===== src/rtl/wb_unit.sv =====
// Writeback stage: retires ALU results and at most one outstanding load into the register file.
// Optional WB_ERR_EN adds a sticky err output for protocol anomalies.
module wb_unit #(
  parameter int LOAD_TIMEOUT = 0,
  parameter int TO_W         = 8
) (
  input  logic        clk,
  input  logic        resetb,
  input  logic        ex_valid,
  output logic        ex_ready,
  input  logic        ex_is_load,
  input  logic [4:0]  ex_ad,
  input  logic [31:0] ex_result,
  input  logic [2:0]  ex_funct3,
  input  logic [1:0]  ex_addr_lo,
  input  logic        dmem_rvalid,
  input  logic [31:0] dmem_rdata,
  output logic        rf_we,
  output logic [4:0]  rf_ad,
  output logic [31:0] rf_rd,
  output logic        pend_valid,
  output logic [4:0]  pend_ad
`ifdef WB_ERR_EN
  ,
  output logic        err
`endif
);

  localparam logic [0:0] IDLE      = 1'b0;
  localparam logic [0:0] WAIT_LOAD = 1'b1;

  logic [0:0]      state;
  logic [2:0]      ld_f3;
  logic [1:0]      ld_lo;
  logic [TO_W-1:0] to_cnt;
  logic [TO_W-1:0] to_nxt;
  logic            take;
  logic            timeout;
  logic [7:0]      ld_byte;
  logic [15:0]     ld_half;
  logic [31:0]     ld_ext;

  assign ex_ready   = (state == IDLE);
  assign pend_valid = (state == WAIT_LOAD);
  assign take       = ex_valid & ex_ready;
  assign to_nxt     = to_cnt + TO_W'(1);

  // rvalid on the expiring cycle takes priority, so timeout requires !rvalid
  assign timeout = (LOAD_TIMEOUT != 0) && (state == WAIT_LOAD) && !dmem_rvalid &&
                   (to_nxt == TO_W'(LOAD_TIMEOUT));

  always_comb begin
    ld_byte = dmem_rdata[7:0];
    case (ld_lo)
      2'd1:    ld_byte = dmem_rdata[15:8];
      2'd2:    ld_byte = dmem_rdata[23:16];
      2'd3:    ld_byte = dmem_rdata[31:24];
      default: ld_byte = dmem_rdata[7:0];
    endcase
    ld_half = ld_lo[1] ? dmem_rdata[31:16] : dmem_rdata[15:0];
    case (ld_f3)
      3'd0:    ld_ext = {{24{ld_byte[7]}}, ld_byte};
      3'd1:    ld_ext = {{16{ld_half[15]}}, ld_half};
      3'd4:    ld_ext = {24'd0, ld_byte};
      3'd5:    ld_ext = {16'd0, ld_half};
      default: ld_ext = dmem_rdata;
    endcase
  end

  always_ff @(posedge clk) begin
    if (!resetb) begin
      state   <= IDLE;
      rf_we   <= 1'b0;
      rf_ad   <= 5'd0;
      rf_rd   <= 32'd0;
      pend_ad <= 5'd0;
      ld_f3   <= 3'd0;
      ld_lo   <= 2'd0;
      to_cnt  <= '0;
    end else begin
      rf_we <= 1'b0;
      case (state)
        IDLE: begin
          if (take) begin
            if (ex_is_load) begin
              state   <= WAIT_LOAD;
              pend_ad <= ex_ad;
              ld_f3   <= ex_funct3;
              ld_lo   <= ex_addr_lo;
              to_cnt  <= '0;
            end else begin
              rf_we <= (ex_ad != 5'd0);
              rf_ad <= ex_ad;
              rf_rd <= ex_result;
            end
          end
        end
        WAIT_LOAD: begin
          if (dmem_rvalid) begin
            state <= IDLE;
            rf_we <= (pend_ad != 5'd0);
            rf_ad <= pend_ad;
            rf_rd <= ld_ext;
          end else if (timeout) begin
            state <= IDLE;
          end else begin
            to_cnt <= to_nxt;
          end
        end
        default: state <= IDLE;
      endcase
    end
  end

`ifdef WB_ERR_EN
  always_ff @(posedge clk) begin
    if (!resetb)
      err <= 1'b0;
    else if ((state == IDLE && dmem_rvalid) || timeout ||
             (take && ex_is_load && (ex_funct3 == 3'd3 || ex_funct3[2:1] == 2'b11)))
      err <= 1'b1;
  end
`endif

endmodule


===== config.mk =====
export PLATFORM = sky130hd
export DESIGN_NAME = wb_unit
export DESIGN_NICKNAME = d
export VERILOG_FILES = /design/src/rtl/wb_unit.sv
export SDC_FILE = /design/constraint.sdc
export NUM_CORES = 1
export LEC_CHECK = 0
export CELL_PAD_IN_SITES_DETAIL_PLACEMENT = 0
export CELL_PAD_IN_SITES_GLOBAL_PLACEMENT = 2
export CORE_MARGIN = 2
export CORE_UTILIZATION = 21
export DETAILED_ROUTE_END_ITERATION = 12
export GPL_TIMING_DRIVEN = 1
export PLACE_DENSITY = 0.73
export SLEW_MARGIN = 20
export SYNTH_ARGS = -nofsm -noshare
export SYNTH_HDL_FRONTEND = slang
export SYNTH_SLANG_ARGS = --single-unit

===== constraint.sdc =====
create_clock -name clk -period 1.6 [get_ports clk]
set_input_delay 0.32 -clock clk [delete_from_list [all_inputs] [get_ports clk]]
set_output_delay 0.32 -clock clk [all_outputs]
set_load 0.005 [all_outputs]

==> results.rst <==
.. list-table::
   :header-rows: 1

   * - Metric
     - Value
   * - Cell at the root of the clock tree
     - clkbuf_16
   * - Bufs and invs on worst path
     - 1
   * - Class of the tightest hold or removal check
     - flop to flop
   * - Area occupied by registers
     - 992 µm²
   * - Largest buffer count on any clock path
     - 2
   * - Routed wire per std cell
     - 16.4 µm
   * - Critical path peak fanout
     - 8
   * - Detailed-placement wirelength estimate
     - 8730 µm
   * - Max-cap violations
     - 0
   * - Cell accounting for the most synthesized area
     - dfxtp_1
   * - Boundary Pins
     - 124
   * - Final setup TNS
     - -1.64 ns
   * - Crit Path Class
     - flop to flop
   * - Setup WS pre-CTS
     - -0.468 ns
   * - Total vias in the final route
     - 3261
   * - Final worst clock skew
     - 0.00905 ns
   * - Signal arrival time at the worst endpoint
     - 1.90 ns
   * - Terminating pin of the worst hold path
     - rf_rd[14]
   * - Skew-Pair Late Insertion Delay
     - 0.30 ns
   * - RD Place Congestion
     - 0.777
   * - Setup repair after global routing missed its margin
     - yes
   * - Worst reg2reg startpoint
     - ld_lo[1]
   * - Area of the core
     - 0.0139 mm²
   * - Total DRC errors in the routed layout
     - 0
   * - Final hold violations
     - 0
   * - FILL cells
     - 1466
   * - Status
     - finished with violations
   * - Routed WL
     - 11400 µm
   * - Leakage Power
     - 2.03 nW
   * - Number of nets in the finished design
     - 592
   * - Total global routing overflow
     - 0
   * - Cell breakdown of the critical path
     - mux2_4 > a2111oi_4 > buf_4 > a31oi_4 > a22o_1
   * - Buffers added on ports
     - 123
   * - Number of DRC markers after the initial detailed-route iteration
     - 124
   * - Number of buffers inserted during clock tree synthesis
     - 5
   * - Row Count
     - 43
   * - Min Hold Slack
     - 0.459 ns
   * - First-pass GRT wire length
     - 17300 µm
   * - Yosys warning total
     - 0
   * - Final critical-path setup slack
     - -0.114 ns
   * - Power density over the cells
     - 744 mW/mm²
   * - Height of the chip
     - 123 µm
   * - Post-synth EDFFs
     - 0
   * - Violated checks
     - setup timing
   * - Final setup violation count
     - 17
   * - Worst Reg2Reg Path Length in Cells
     - 5
   * - Proportion of synthesized flip-flops having asynchronous set or reset
     - 0%
   * - H-tree depth reported by CTS
     - 2
   * - Nature of the critical path startpoint
     - flop
   * - Via count of the first global-routing pass
     - 3333
   * - Most used DFF post-synth
     - dfxtp_1
   * - Minimum setup slack among reg-to-reg paths
     - -0.11 ns
   * - Clock period minus worst slack
     - 1.71 ns
   * - Measured slew at the worst slew-check pin
     - 0.667 ns
   * - Number of detailed-route iterations in the first pass
     - 4
   * - Total instance count after detailed placement
     - 678
   * - Count of antenna diodes in the layout
     - 0
   * - Maximum vdd drop
     - 484 µV
   * - Post-Syn Area
     - 0.00298 mm²
   * - Startpoint of the most critical hold path
     - rf_rd[14]
   * - Synth top area cells
     - dfxtp_1 33%, mux2i_1 8.1%, nor2b_1 5.7%
   * - Die X-Extent
     - 123 µm
   * - Yosys top cell area share
     - 32.9%
   * - Placed Instance Area
     - 0.00473 mm²
   * - Final std cell area, no fill
     - 0.00511 mm²
   * - Share of layout cells above drive strength 1
     - 18.1%
   * - Syn_nets
     - 439
   * - Maximum number of pins on one net before global-route repair
     - 38
   * - Maximum cell stage delay along the critical path
     - 0.39 ns
   * - Max Slew Vio Count
     - 0
   * - Leading post-synthesis cells by instance count
     - 49 x dfxtp_1, 34 x nor2_1, 32 x a21oi_1, 27 x nor2b_1, 25 x nand2_1
   * - Max frequency
     - 583 MHz
   * - Gate Count Post-Synth
     - 360
   * - Mean instance size in the synthesized netlist
     - 8.29 µm²
   * - Starting density of the core
     - 21.5%
   * - Worst-path clk slew
     - 0.07 ns
   * - Cell at the slowest stage of the critical path
     - dfxtp_4
   * - Part of the Yosys area used for sequential elements
     - 32.9%
   * - Area of combinational cells with multiple inputs
     - 0.00193 mm²
   * - Vias/cell
     - 4.70
   * - Worst slew margin
     - 55.5%
   * - Worst path required time
     - 1.78 ns
   * - Count leader, synth
     - dfxtp_1
   * - Crit path from
     - ld_lo[1]
   * - Endpoint of the lowest-slack register-to-register path
     - rf_rd[28]
   * - Count of distinct cell types in the synthesized netlist
     - 42
   * - Ratio of final minimum period to clock period
     - 107%
   * - Die area
     - 0.0152 mm²
   * - Layout Cells excl Fill
     - 694
   * - Number of clock sinks seen by CTS
     - 49
   * - Final ANT Viol Nets
     - 0
   * - Number of cells traversed by the worst hold path
     - 2
   * - Combined global-route utilization of all metal layers
     - 14.9%
   * - FF+latch count, synth
     - 49
   * - Kind of end point of the critical path
     - flop
   * - Critical path's top delay family
     - compound AO/OA/AOI/OAI gates
   * - TritonCTS clock tree
     - yes
   * - Post-synthesis to final-layout area growth
     - 71.3%
   * - Initial antenna violation count
     - 0
==> worst max-delay path by stage <==
stage	cells after the start	to	slack [ns]
floorplan	6	rf_rd[1]	0.002
global placement	6	rf_rd[30]	-0.47
detailed placement	6	rf_rd[30]	-0.47
CTS	5	rf_rd[30]	-0.11
global route	5	rf_rd[28]	-0.20
finish	5	rf_rd[28]	-0.11
==> stage by stage <==
stage	total power, W	utilization [%]
after floorplan	0.00181	-
after global placement	0.00240	34.1
final	0.00381	36.8
after global routing	0.00399	36.8
after CTS	0.00385	36.6
after detailed placement	0.00241	34.1
==> timing repair <==
action | 4_1_cts | 5_1_grt
endpoints found under the setup margin | 33 | 33
gates resized for setup | 23 | 8
hold buffers | 0 | 0
setup buffers | 7 | 0
pin swaps | 5 | 15
endpoints found under the hold margin | 0 | 0
gates cloned | 1 | 0
==> where the power goes <==
part | switching [W] | internal (W) | leakage (nW) | total [W]
sequential | 0.0000630 | 0.00131 | 0.405 | 0.00137
clock | 0.000488 | 0.000894 | 0.0938 | 0.00138
combinational | 0.000441 | 0.000612 | 1.53 | 0.00105
total | 0.000992 | 0.00281 | 2.03 | 0.00381
==> final cells by class <==
class                   instances  area share [%]
clock buffers                   5            2.45
clock inverters                 3            1.27
inverters                      16            1.25
multi-input cells             262            37.8
flip-flops and latches         49            19.4
well taps                     180            4.41
repair buffers                179            33.5
==> flip-flops by register name (all words and copies together) (netlist names) <==
name	cells
rf_rd	32
ld_f3	3
pend_ad	5
rf_we	1
ld_lo	2
rf_ad	5
pend_valid	1
==> layer usage <==
layer / wire length [µm] / vias to the layer above / global-route usage [%]
met5: 0 / - / 0
met4: 175 / 0 / 3.91
met3: 621 / 12 / 3.18
met2: 5420 / 92 / 25.0
met1: 5140 / 1530 / 19.2
li1: - / 1627 / -
==> cells by family (layout without fill, tap and decap cells) <==
| kind of cell | count (synthesis) | after routing | share of synthesized area (%) |
|---|---|---|---|
| compound gates | 115 | 116 | 30.0 |
| flops | 49 | 49 | 32.9 |
| buf+inv | 50 | 203 | 6.83 |
| simple gates | 120 | 120 | 21.3 |
| mux | 26 | 26 | 8.93 |
==> worst reg2reg max path, delay by kind of cell, from the launching register on <==
family | cells | cell delay [ns]
compound gates | 3 | 0.70
flops | 1 | 0.39
buf+inv | 1 | 0.20
mux | 1 | 0.32
==> cells in the final DEF, fill, tap and decap left out, drive strengths merged, types with 2 or more instances in the layout <==
| master | synthesis | routed |
|---|---|---|
| clkbuf | 24 | 5 |
| buf | 10 | 56 |
| a21oi | 32 | 32 |
| mux2i | 24 | 24 |
| o41ai | 7 | 7 |
| dlygate4sd2 | 0 | 4 |
| or4 | 3 | 3 |
| a22o | 16 | 16 |
| nand3 | 3 | 3 |
| a21boi | 9 | 9 |
| bufinv | 0 | 2 |
| nand3b | 10 | 10 |
| a311oi | 7 | 7 |
| o21ai | 2 | 2 |
| o31a | 7 | 7 |
| nor2 | 34 | 34 |
| o211ai | 8 | 8 |
| clkdlybuf4s50 | 0 | 118 |
| and2 | 10 | 10 |
| a221o | 7 | 7 |
| and3 | 2 | 2 |
| nand2 | 25 | 25 |
| a31oi | 2 | 3 |
| inv | 16 | 15 |
| mux2 | 2 | 2 |
| nor2b | 27 | 27 |
| dfxtp | 49 | 49 |
| o221ai | 9 | 9 |
| o211a | 5 | 5 |
Power figures use the tool's default switching activity.
